**config.mk**
```make
export PLATFORM = sky130hd
export DESIGN_NAME = sdram_port_arbiter
export DESIGN_NICKNAME = d
export VERILOG_FILES = /design/src/rtl/sdram_port_arbiter.sv
export SDC_FILE = /design/constraint.sdc
export NUM_CORES = 1
export LEC_CHECK = 0
export ABC_CLOCK_PERIOD_IN_PS = 2400
export CORE_MARGIN = 10
export CORE_UTILIZATION = 41
export DETAILED_ROUTE_END_ITERATION = 12
export PLACE_DENSITY = 0.85
export SKIP_CTS_REPAIR_TIMING = 1
export SLEW_MARGIN = 20
export SYNTH_ARGS = -nofsm -noshare
export SYNTH_HDL_FRONTEND = slang
export SYNTH_SLANG_ARGS = --single-unit
```
**constraint.sdc**
```tcl
create_clock -name clk -period 2.4 [get_ports clk]
set_input_delay 0.36 -clock clk [delete_from_list [all_inputs] [get_ports clk]]
set_output_delay 0.36 -clock clk [all_outputs]
set_load 0.02 [all_outputs]
```
**src/rtl/sdram_port_arbiter.sv**
```systemverilog
// Round-robin arbiter sharing one SDRAM bridge port between instruction fetch (port 0) and load/store (port 1).
// Strobe 1 cycle after request, mN_ack 1 cycle after bridge ack; SDRAM_ARB_TIMEOUT_EN adds a BUSY abort timer.
module sdram_port_arbiter #(
   parameter int TIMEOUT_CYCLES = 1024
) (
   input  logic        clk,
   input  logic        reset_n,
   input  logic [21:0] m0_address,
   input  logic [3:0]  m0_byte_enable,
   input  logic        m0_read,
   input  logic        m0_write,
   input  logic [31:0] m0_write_data,
   output logic        m0_ack,
   output logic [31:0] m0_read_data,
   output logic        m0_error,
   input  logic [21:0] m1_address,
   input  logic [3:0]  m1_byte_enable,
   input  logic        m1_read,
   input  logic        m1_write,
   input  logic [31:0] m1_write_data,
   output logic        m1_ack,
   output logic [31:0] m1_read_data,
   output logic        m1_error,
   output logic [21:0] sdram_address,
   output logic [3:0]  sdram_byte_enable,
   output logic        sdram_read,
   output logic        sdram_write,
   output logic [31:0] sdram_write_data,
   input  logic        sdram_acknowledge,
   input  logic [31:0] sdram_read_data
);
   typedef enum logic [1:0] {IDLE, BUSY, RESP} state_t;

   state_t      r_state, w_state_nxt;
   logic        r_grant, w_grant_nxt;
   logic        r_last, w_last_nxt;
   logic [21:0] r_addr, w_addr_nxt;
   logic [3:0]  r_be, w_be_nxt;
   logic [31:0] r_wdata, w_wdata_nxt;
   logic        r_rd, w_rd_nxt;
   logic        r_wr, w_wr_nxt;
   logic        r_ack0, w_ack0_nxt;
   logic        r_ack1, w_ack1_nxt;
   logic [31:0] r_rdata0, w_rdata0_nxt;
   logic [31:0] r_rdata1, w_rdata1_nxt;
   logic        w_req0, w_req1, w_sel, w_sel_wr, w_expire;
   logic [31:0] w_resp_data;

   if (TIMEOUT_CYCLES < 2) begin : g_bad_timeout
      $error("TIMEOUT_CYCLES must be at least 2");
   end

   assign w_req0 = m0_read | m0_write;
   assign w_req1 = m1_read | m1_write;
   // On contention the port that was not granted last time wins.
   assign w_sel    = (w_req0 & w_req1) ? ~r_last : w_req1;
   assign w_sel_wr = w_sel ? m1_write : m0_write;
   assign w_resp_data = (sdram_acknowledge & ~r_wr) ? sdram_read_data : 32'h0;

   always_comb begin
      w_state_nxt  = r_state;
      w_grant_nxt  = r_grant;
      w_last_nxt   = r_last;
      w_addr_nxt   = r_addr;
      w_be_nxt     = r_be;
      w_wdata_nxt  = r_wdata;
      w_rd_nxt     = r_rd;
      w_wr_nxt     = r_wr;
      w_ack0_nxt   = 1'b0;
      w_ack1_nxt   = 1'b0;
      w_rdata0_nxt = 32'h0;
      w_rdata1_nxt = 32'h0;
      case (r_state)
         IDLE: begin
            if (w_req0 | w_req1) begin
               w_state_nxt = BUSY;
               w_grant_nxt = w_sel;
               w_last_nxt  = w_sel;
               w_addr_nxt  = w_sel ? m1_address     : m0_address;
               w_be_nxt    = w_sel ? m1_byte_enable : m0_byte_enable;
               w_wdata_nxt = w_sel ? m1_write_data  : m0_write_data;
               w_wr_nxt    = w_sel_wr;
               w_rd_nxt    = ~w_sel_wr;
            end
         end
         BUSY: begin
            // A bridge ack in the expiry cycle takes precedence over the abort.
            if (sdram_acknowledge | w_expire) begin
               w_state_nxt = RESP;
               w_rd_nxt    = 1'b0;
               w_wr_nxt    = 1'b0;
               if (r_grant) begin
                  w_ack1_nxt   = 1'b1;
                  w_rdata1_nxt = w_resp_data;
               end else begin
                  w_ack0_nxt   = 1'b1;
                  w_rdata0_nxt = w_resp_data;
               end
            end
         end
         RESP:    w_state_nxt = IDLE;
         default: w_state_nxt = IDLE;
      endcase
   end

   always_ff @(posedge clk or negedge reset_n) begin
      if (!reset_n) begin
         r_state  <= IDLE;
         r_grant  <= 1'b0;
         r_last   <= 1'b1;
         r_addr   <= '0;
         r_be     <= '0;
         r_wdata  <= '0;
         r_rd     <= 1'b0;
         r_wr     <= 1'b0;
         r_ack0   <= 1'b0;
         r_ack1   <= 1'b0;
         r_rdata0 <= '0;
         r_rdata1 <= '0;
      end else begin
         r_state  <= w_state_nxt;
         r_grant  <= w_grant_nxt;
         r_last   <= w_last_nxt;
         r_addr   <= w_addr_nxt;
         r_be     <= w_be_nxt;
         r_wdata  <= w_wdata_nxt;
         r_rd     <= w_rd_nxt;
         r_wr     <= w_wr_nxt;
         r_ack0   <= w_ack0_nxt;
         r_ack1   <= w_ack1_nxt;
         r_rdata0 <= w_rdata0_nxt;
         r_rdata1 <= w_rdata1_nxt;
      end
   end

`ifdef SDRAM_ARB_TIMEOUT_EN
   localparam int CNT_W = $clog2(TIMEOUT_CYCLES + 1);

   logic [CNT_W-1:0] r_tmo_cnt;
   logic             r_err0, r_err1;

   // Counter holds the number of ack-less BUSY cycles already elapsed.
   assign w_expire = (r_state == BUSY) && (r_tmo_cnt == CNT_W'(TIMEOUT_CYCLES - 1));

   always_ff @(posedge clk or negedge reset_n) begin
      if (!reset_n) begin
         r_tmo_cnt <= '0;
         r_err0    <= 1'b0;
         r_err1    <= 1'b0;
      end else begin
         if (r_state != BUSY) begin
            r_tmo_cnt <= '0;
         end else if (!sdram_acknowledge) begin
            r_tmo_cnt <= r_tmo_cnt + 1'b1;
         end
         r_err0 <= w_expire & ~sdram_acknowledge & ~r_grant;
         r_err1 <= w_expire & ~sdram_acknowledge & r_grant;
      end
   end

   assign m0_error = r_err0;
   assign m1_error = r_err1;
`else
   assign w_expire = 1'b0;
   assign m0_error = 1'b0;
   assign m1_error = 1'b0;
`endif

   assign sdram_address     = r_addr;
   assign sdram_byte_enable = r_be;
   assign sdram_write_data  = r_wdata;
   assign sdram_read        = r_rd;
   assign sdram_write       = r_wr;
   assign m0_ack            = r_ack0;
   assign m1_ack            = r_ack1;
   assign m0_read_data      = r_rdata0;
   assign m1_read_data      = r_rdata1;

endmodule

```
==> metrics.md, run 1 <==
| Metric | Value |
|---|---|
| H-tree levels | `4` |
| RSZ-0062 raised after global routing | `false` |
| Mapped Area | `just over 5000 um^2` |
| Peak Freq | `roughly 480 MHz` |
| Worst path top cell family by delay | `simple AND/OR/NAND/NOR gates` |
| Vias/cell | `between 5 and 6` |
| Fin. max-slew vios | `0` |
| Placed cell count | `about 890` |
| Hold WC Path Type | `in2async` |
| Reg clk slew, reported paths | `about 0.060 ns` |
| Num Clock Sinks | `130` |
| Share of cells above drive strength 1 | `under 10%` |
| First-pass GRT wire length | `28470 um` |
| Area grow syn2layout | `70.85%` |
| Status | `finished, final reports clean` |
| Xor-xnor portion of the synthesized cell area | `0%` |
| Avg Cell Area, Syn | `10.22 um^2` |
| R2R setup slack | `0.43 ns` |
| Filler cell count | `between 800 and 900` |
| Synth Area in Simple Gates | `18.03%` |
| Required @ worst endpoint | `between 2 and 3 ns` |
| Row count | `40` |
| Die X | `about 130 um` |
| Clock Root Buffer | `clkbuf_16` |
| Worst path cell trace | `clkdlybuf4s50_1, o21ai_1, and2b_2, a21oi_1, a21oi_1` |
| WP buf/inv | `1` |
| Worst vdd ir | `around 0.63 mV` |
| Total detailed-routing wirelength | `between 15000 and 20000 um` |
| Relative slew slack | `around a quarter` |
| Clock buffer depth | `2` |
| Max Cap Viol | `0` |
| Global route overflow | `0` |
| Die Height | `roughly 130 um` |
| Initial antenna violation count | `0` |
| Setup Viol. Count Final | `0` |
| Yosys reg bits | `130` |
| Routed Antenna Nets | `0` |
| Post-synthesis adder-cell area fraction | `0%` |
| Fin Setup TNS | `0 ns` |
| Crit path capture type | `register` |
| Number of synthesized flops with an enable pin | `0` |
| Hpwl dp | `13630 um` |
| YS warnings | `0` |
| Largest family of logic cells by synthesized area | `simple AND/OR/NAND/NOR gates` |
| Nets | `between 900 and 1000` |
| LEAKAGE | `between 3 and 4 nW` |
| Worst endpoint data arrival time | `approximately 2.4 ns` |
| Tmin final | `approximately 2.1 ns` |
| Gpl congestion | `between 0.8 and 0.9` |
| Largest net degree at the start of global routing | `around 70` |
| Sequential area share after synthesis | `between 60% and 70%` |
| Yosys cell types | `26` |
| Drt first pass iters | `4` |
| Compound-Gate Fraction of Synth Area | `roughly 13%` |
| Die ar. | `around 17000 um^2` |
| Critical path's slowest cell | `and2b_2` |
| Io pins | `between 200 and 300` |
| Mean routed wirelength per cell | `between 20 and 25 um` |
| Post-synth top flop | `dfrtp_1` |
| Number of CTS-inserted buffers | `17` |
| Final design utilization | `71.67%` |
| Power Dens Cells | `roughly 1200 nW/um^2` |
| Startpoint Class | `primary input` |
| Worst Max-Slew Pin Slew | `around 1.1 ns` |
| N_diodes | `0` |
| Most used cell, CP | `a21oi_1` |
| Final period utilization | `86.95%` |
| Async SR Flop Fraction | `100.0%` |
| Max incr delay on CP | `0.92 ns` |
| Routed vias | `4825` |
| Mapped Cells | `493` |
| Final hold vios | `0` |
| Core area | `12010 um^2` |
| CP Max Fanout | `58` |
| Non-Filler Instances | `approximately 920` |
| DRC violations left | `0` |
| DRT iter0 DRCs | `between 400 and 500` |
| Gr usage total | `between 20% and 30%` |
| Vias in the first global route | `about 5200` |
| Port Buffers | `280` |
| CTS tree | `built` |
| Initial Utilization | `approximately two fifths` |
| Worst-Skew Late Latency | `between 0.4 and 0.5 ns` |
| Layout Skew | `between 0.01 and 0.015 ns` |
| Mux cell area share after synthesis | `0%` |
| Setup CP Type | `in2reg` |
-- stage by stage --
stage                     area [um^2]  total power, W  setup slack [ns]  hold slack [ns]
after global routing             8608         0.01080           0.09496           0.2998
final                            8608         0.01021            0.3131           0.2935
after CTS                        8598         0.01029            0.3243          -0.2610
after detailed placement         7958        0.007440           -0.1005           0.1938
after global placement           7958        0.007280          -0.01800           0.1895
after floorplan                  5042        0.005435            0.9970          0.06441
-- worst paths after layout --
| path | endpoint | depth (start not counted) | from |
|---|---|---|---|
| max | sdram_address[13]$_DFFE_PN0P_ | 5 | m0_write |
| min | m0_read_data[26]$_DFF_PN0_ | 2 | reset_n |
| max reg2reg | sdram_address[13]$_DFFE_PN0P_ | 4 | r_last$_DFFE_PN1P_ |
| min reg2reg | r_last$_DFFE_PN1P_ | 2 | r_last$_DFFE_PN1P_ |
| max in group asynchronous | r_last$_DFFE_PN1P_ | 3 | reset_n |
| min in group clk | sdram_write_data[6]$_DFFE_PN0P_ | 3 | m0_write_data[6] |
-- power by group --
part / internal (W) / switching [W]
clock: 0.00179 / 0.00102
combinational: 0.00184 / 0.00239
sequential: 0.00282 / 0.000344
-- kinds of logic (layout without fill, tap and decap cells) --
group	after synthesis	count (layout)
simple gates	193	193
flops	130	130
other cells	1	2
buf+inv	42	325
compound gates	127	127
-- cell usage after synthesis, types with 3 or more instances --
cell type	n	area, um^2
nor2_1	60	225.2
and3_1	65	406.6
buf_4	7	52.55
nand2_1	60	225.2
a21oi_1	117	585.6
buf_6	3	33.78
clkbuf_1	17	63.81
dfrtp_1	129	3228
buf_2	10	50.05
o21ai_1	5	25.02
-- per-layer routing --
| metal | vias to the layer above | track usage (%) | routed length [um] |
|---|---|---|---|
| li1 | 2202 | - | - |
| met1 | 2322 | 22.57 | 6530 |
| met2 | 269 | 35.53 | 8966 |
| met3 | 32 | 13.26 | 2900 |
| met4 | 0 | 8.764 | 441 |
| met5 | - | 0 | 0 |
-- final cells by class --
cell class	instances	area, um^2	area share (%)
flip-flops and latches	130	3254	37.81
repair buffers	290	2928	34.01
multi-input cells	322	1590	18.47
clock buffers	19	442.9	5.145
clock inverters	13	197.7	2.297
well taps	147	183.9	2.137
inverters	3	11.26	0.1308
-- state kept, by name (all words and copies together) (netlist names) --
signal,flops
m0_read_data,32
sdram_write_data,32
m1_ack,1
m0_ack,1
sdram_byte_enable,4
sdram_write,1
sdram_address,22
m1_read_data,32
r_grant,1
r_state,2
r_last,1
sdram_read,1
-- layout by cell type (no fill, tap or decap), drive strengths merged, types with 2 or more instances in the layout --
cell type      instances
clkbuf                19
and3                  65
inv                    9
buf                   10
clkinv                 3
dfrtp                129
nand2b                 2
o21ai                  6
nor2                  62
clkdlybuf4s50        279
a21oi                117
nand2                 60
bufinv                 4
conb                   2
(Power assumes the default switching activity.)
==> inputs of run 2 (changes only) <==
Settings changed: CTS_BUF_LIST set to sky130_fd_sc_hd__clkbuf_8 sky130_fd_sc_hd__clkbuf_16.
==> run 2 against run 1 <==
Against the previous run:
- maximum frequency fell by 0.28%
- clock-buffer cell count fell by 1
- global-route usage did not move
- hold slack barely moved
- worst setup slack got worse by 0.0058 ns
- clock skew barely moved
- design area did not move
- core utilization did not move
- power barely moved
- first-iteration DRC count fell by 0.44%
- die area did not move
- register-to-register slack barely moved
==> metrics.md, run 2 (same netlist as run 1, synthesis figures left out) <==
| Metric | Value |
|---|---|
| Status | `finished, final reports clean` |
| Largest net degree at the start of global routing | `69 (unchanged)` |
| Hold WC Path Type | `in2async` |
| Routed vias | `4845 (+0.41%)` |
| Non-Filler Instances | `924 (unchanged)` |
| Final hold vios | `0 (unchanged)` |
| Area grow syn2layout | `70.85% (unchanged)` |
| DRT iter0 DRCs | `450 (-0.44%)` |
| Total detailed-routing wirelength | `18870 um (+0.16%)` |
| H-tree levels | `4 (unchanged)` |
| Worst endpoint data arrival time | `2.43 ns (about the same)` |
| Clock Root Buffer | `clkbuf_16` |
| Startpoint Class | `primary input` |
| Worst-Skew Late Latency | `0.42 ns (about the same)` |
| Comb power frac | `41.5% (about the same)` |
| Reg clk slew, reported paths | `0.06 ns (about the same)` |
| Max incr delay on CP | `0.92 ns (about the same)` |
| Commonest cells after routing, fill and taps aside | `clkdlybuf4s50_1 (279), dfrtp_1 (129), a21oi_1 (117)` |
| Global route overflow | `0 (unchanged)` |
| Crit path capture type | `register` |
| First-pass GRT wire length | `28470 um (unchanged)` |
| Drt first pass iters | `4 (unchanged)` |
| Final period utilization | `87.20% (+0.24 points)` |
| Switching Fraction | `36.88% (+0.058 points)` |
| Most common cell after layout, fill and taps aside | `clkdlybuf4s50_1` |
| Setup CP Type | `in2reg` |
| Number of CTS-inserted buffers | `17 (unchanged)` |
| Die X | `130.9 um (unchanged)` |
| Required @ worst endpoint | `2.74 ns (about the same)` |
| Worst path top cell family by delay | `simple AND/OR/NAND/NOR gates` |
| Die ar. | `17120 um^2 (unchanged)` |
| CP Max Fanout | `58 (unchanged)` |
| Row count | `40 (unchanged)` |
| Initial antenna violation count | `0 (unchanged)` |
| Fin. max-slew vios | `0 (unchanged)` |
| Pint | `0.006447 W (about the same)` |
| Clock Power Share | `27.5% (about the same)` |
| Port Buffers | `280 (unchanged)` |
| Setup Viol. Count Final | `0 (unchanged)` |
| Most used cell, CP | `a21oi_1` |
| Worst vdd ir | `0.6300 mV (about the same)` |
| Vias/cell | `5.244 (+0.41%)` |
| Worst Max-Slew Pin Slew | `1.108 ns (+0.005051 ns)` |
| RSZ-0062 raised after global routing | `false` |
| Routed Antenna Nets | `0 (unchanged)` |
| Vias in the first global route | `5165 (unchanged)` |
| Hpwl dp | `13630 um (unchanged)` |
| Reg power frac | `31.0% (about the same)` |
| N_diodes | `0 (unchanged)` |
| Critical path's slowest cell | `and2b_2` |
| Share of cells above drive strength 1 | `6.564% (unchanged)` |
| Relative slew slack | `26.12% (-0.34 points)` |
| Peak Freq | `477.9 MHz (-0.28%)` |
| Gpl congestion | `0.8018 (unchanged)` |
| Power Dens Cells | `1187 nW/um^2 (about the same)` |
| Die Height | `130.9 um (unchanged)` |
| Num Clock Sinks | `130 (unchanged)` |
| DRC violations left | `0 (unchanged)` |
| Final design utilization | `71.67% (unchanged)` |
| Sw power | `0.003766 W (+0.18%)` |
| Core area | `12010 um^2 (unchanged)` |
| Mean routed wirelength per cell | `20.42 um (+0.16%)` |
| WP buf/inv | `1 (unchanged)` |
| Tmin final | `2.093 ns (+0.005838 ns)` |
| Worst path cell trace | `clkdlybuf4s50_1, o21ai_1, and2b_2, a21oi_1, a21oi_1` |
| Placed cell count | `891 (unchanged)` |
| Gr usage total | `21.89% (unchanged)` |
| Max Cap Viol | `0 (unchanged)` |
| Nets | `919 (unchanged)` |
| Layout Skew | `0.01060 ns (-0.0000004000 ns)` |
| Clock buffer depth | `2 (unchanged)` |
| Io pins | `283 (unchanged)` |
| LEAKAGE | `3.969 nW (+0.10%)` |
| CTS tree | `built` |
| Initial Utilization | `41.95% (unchanged)` |
run 2: worst paths after layout:
path / startpoint / endpoint / slack (ns) / cells after the start
min in group clk: m0_write_data[6] / sdram_write_data[6]$_DFFE_PN0P_ / 0.48 / 3
setup reg to reg: r_last$_DFFE_PN1P_ / sdram_address[13]$_DFFE_PN0P_ / 0.43 / 4
hold / removal: reset_n / m0_read_data[26]$_DFF_PN0_ / 0.29 / 2
max in group asynchronous: reset_n / r_last$_DFFE_PN1P_ / 1.50 / 3
setup / recovery: m0_write / sdram_address[13]$_DFFE_PN0P_ / 0.31 / 5
hold reg to reg: r_last$_DFFE_PN1P_ / r_last$_DFFE_PN1P_ / 0.49 / 2
run 2: power by group through the flow:
stage / sequential [W] / clock [W] / combinational [W]
global placement: 0.00316 / 0 / 0.00412
CTS: 0.00317 / 0.00285 / 0.00426
finish: 0.00317 / 0.00281 / 0.00423
detailed placement: 0.00320 / 0 / 0.00424
global route: 0.00323 / 0.00297 / 0.00459
floorplan: 0.00387 / 0 / 0.00156
run 2: per-stage QoR:
stage	instance area, um^2	setup slack [ns]	total power, W	TNS, ns	hold WS, ns
global route	8608	0.09496	0.01079	0	0.2998
finish	8608	0.3073	0.01021	0	0.2934
detailed placement	7958	-0.1005	0.007440	-2.540	0.1938
global placement	7958	-0.01800	0.007280	-0.01800	0.1895
floorplan	5042	0.9970	0.005435	0	0.06441
CTS	8598	0.3243	0.01028	0	-0.2610
run 2: final cells by class:
type,count,area (um^2)
Sequential cell,130,3254
Multi-Input combinational cell,322,1590
Tap cell,147,183.9
Fill cell,804,3403
Clock inverter,14,201.4
Timing Repair Buffer,290,2928
Clock buffer,18,439.2
Inverter,3,11.26
run 2: worst register-to-register path, cell delays in order, from the launching register on:
cell and delay [ns]:
dfstp_2 0.38, o21ai_1 0.15, and2b_2 0.92, a21oi_1 0.25
a21oi_1 0.19
run 2: metal layers:
metal | track usage, % | share of wire [%]
met1 | 22.57 | 35
met2 | 35.53 | 47
met3 | 13.26 | 16
met4 | 8.764 | 2.3
met5 | 0 | 0
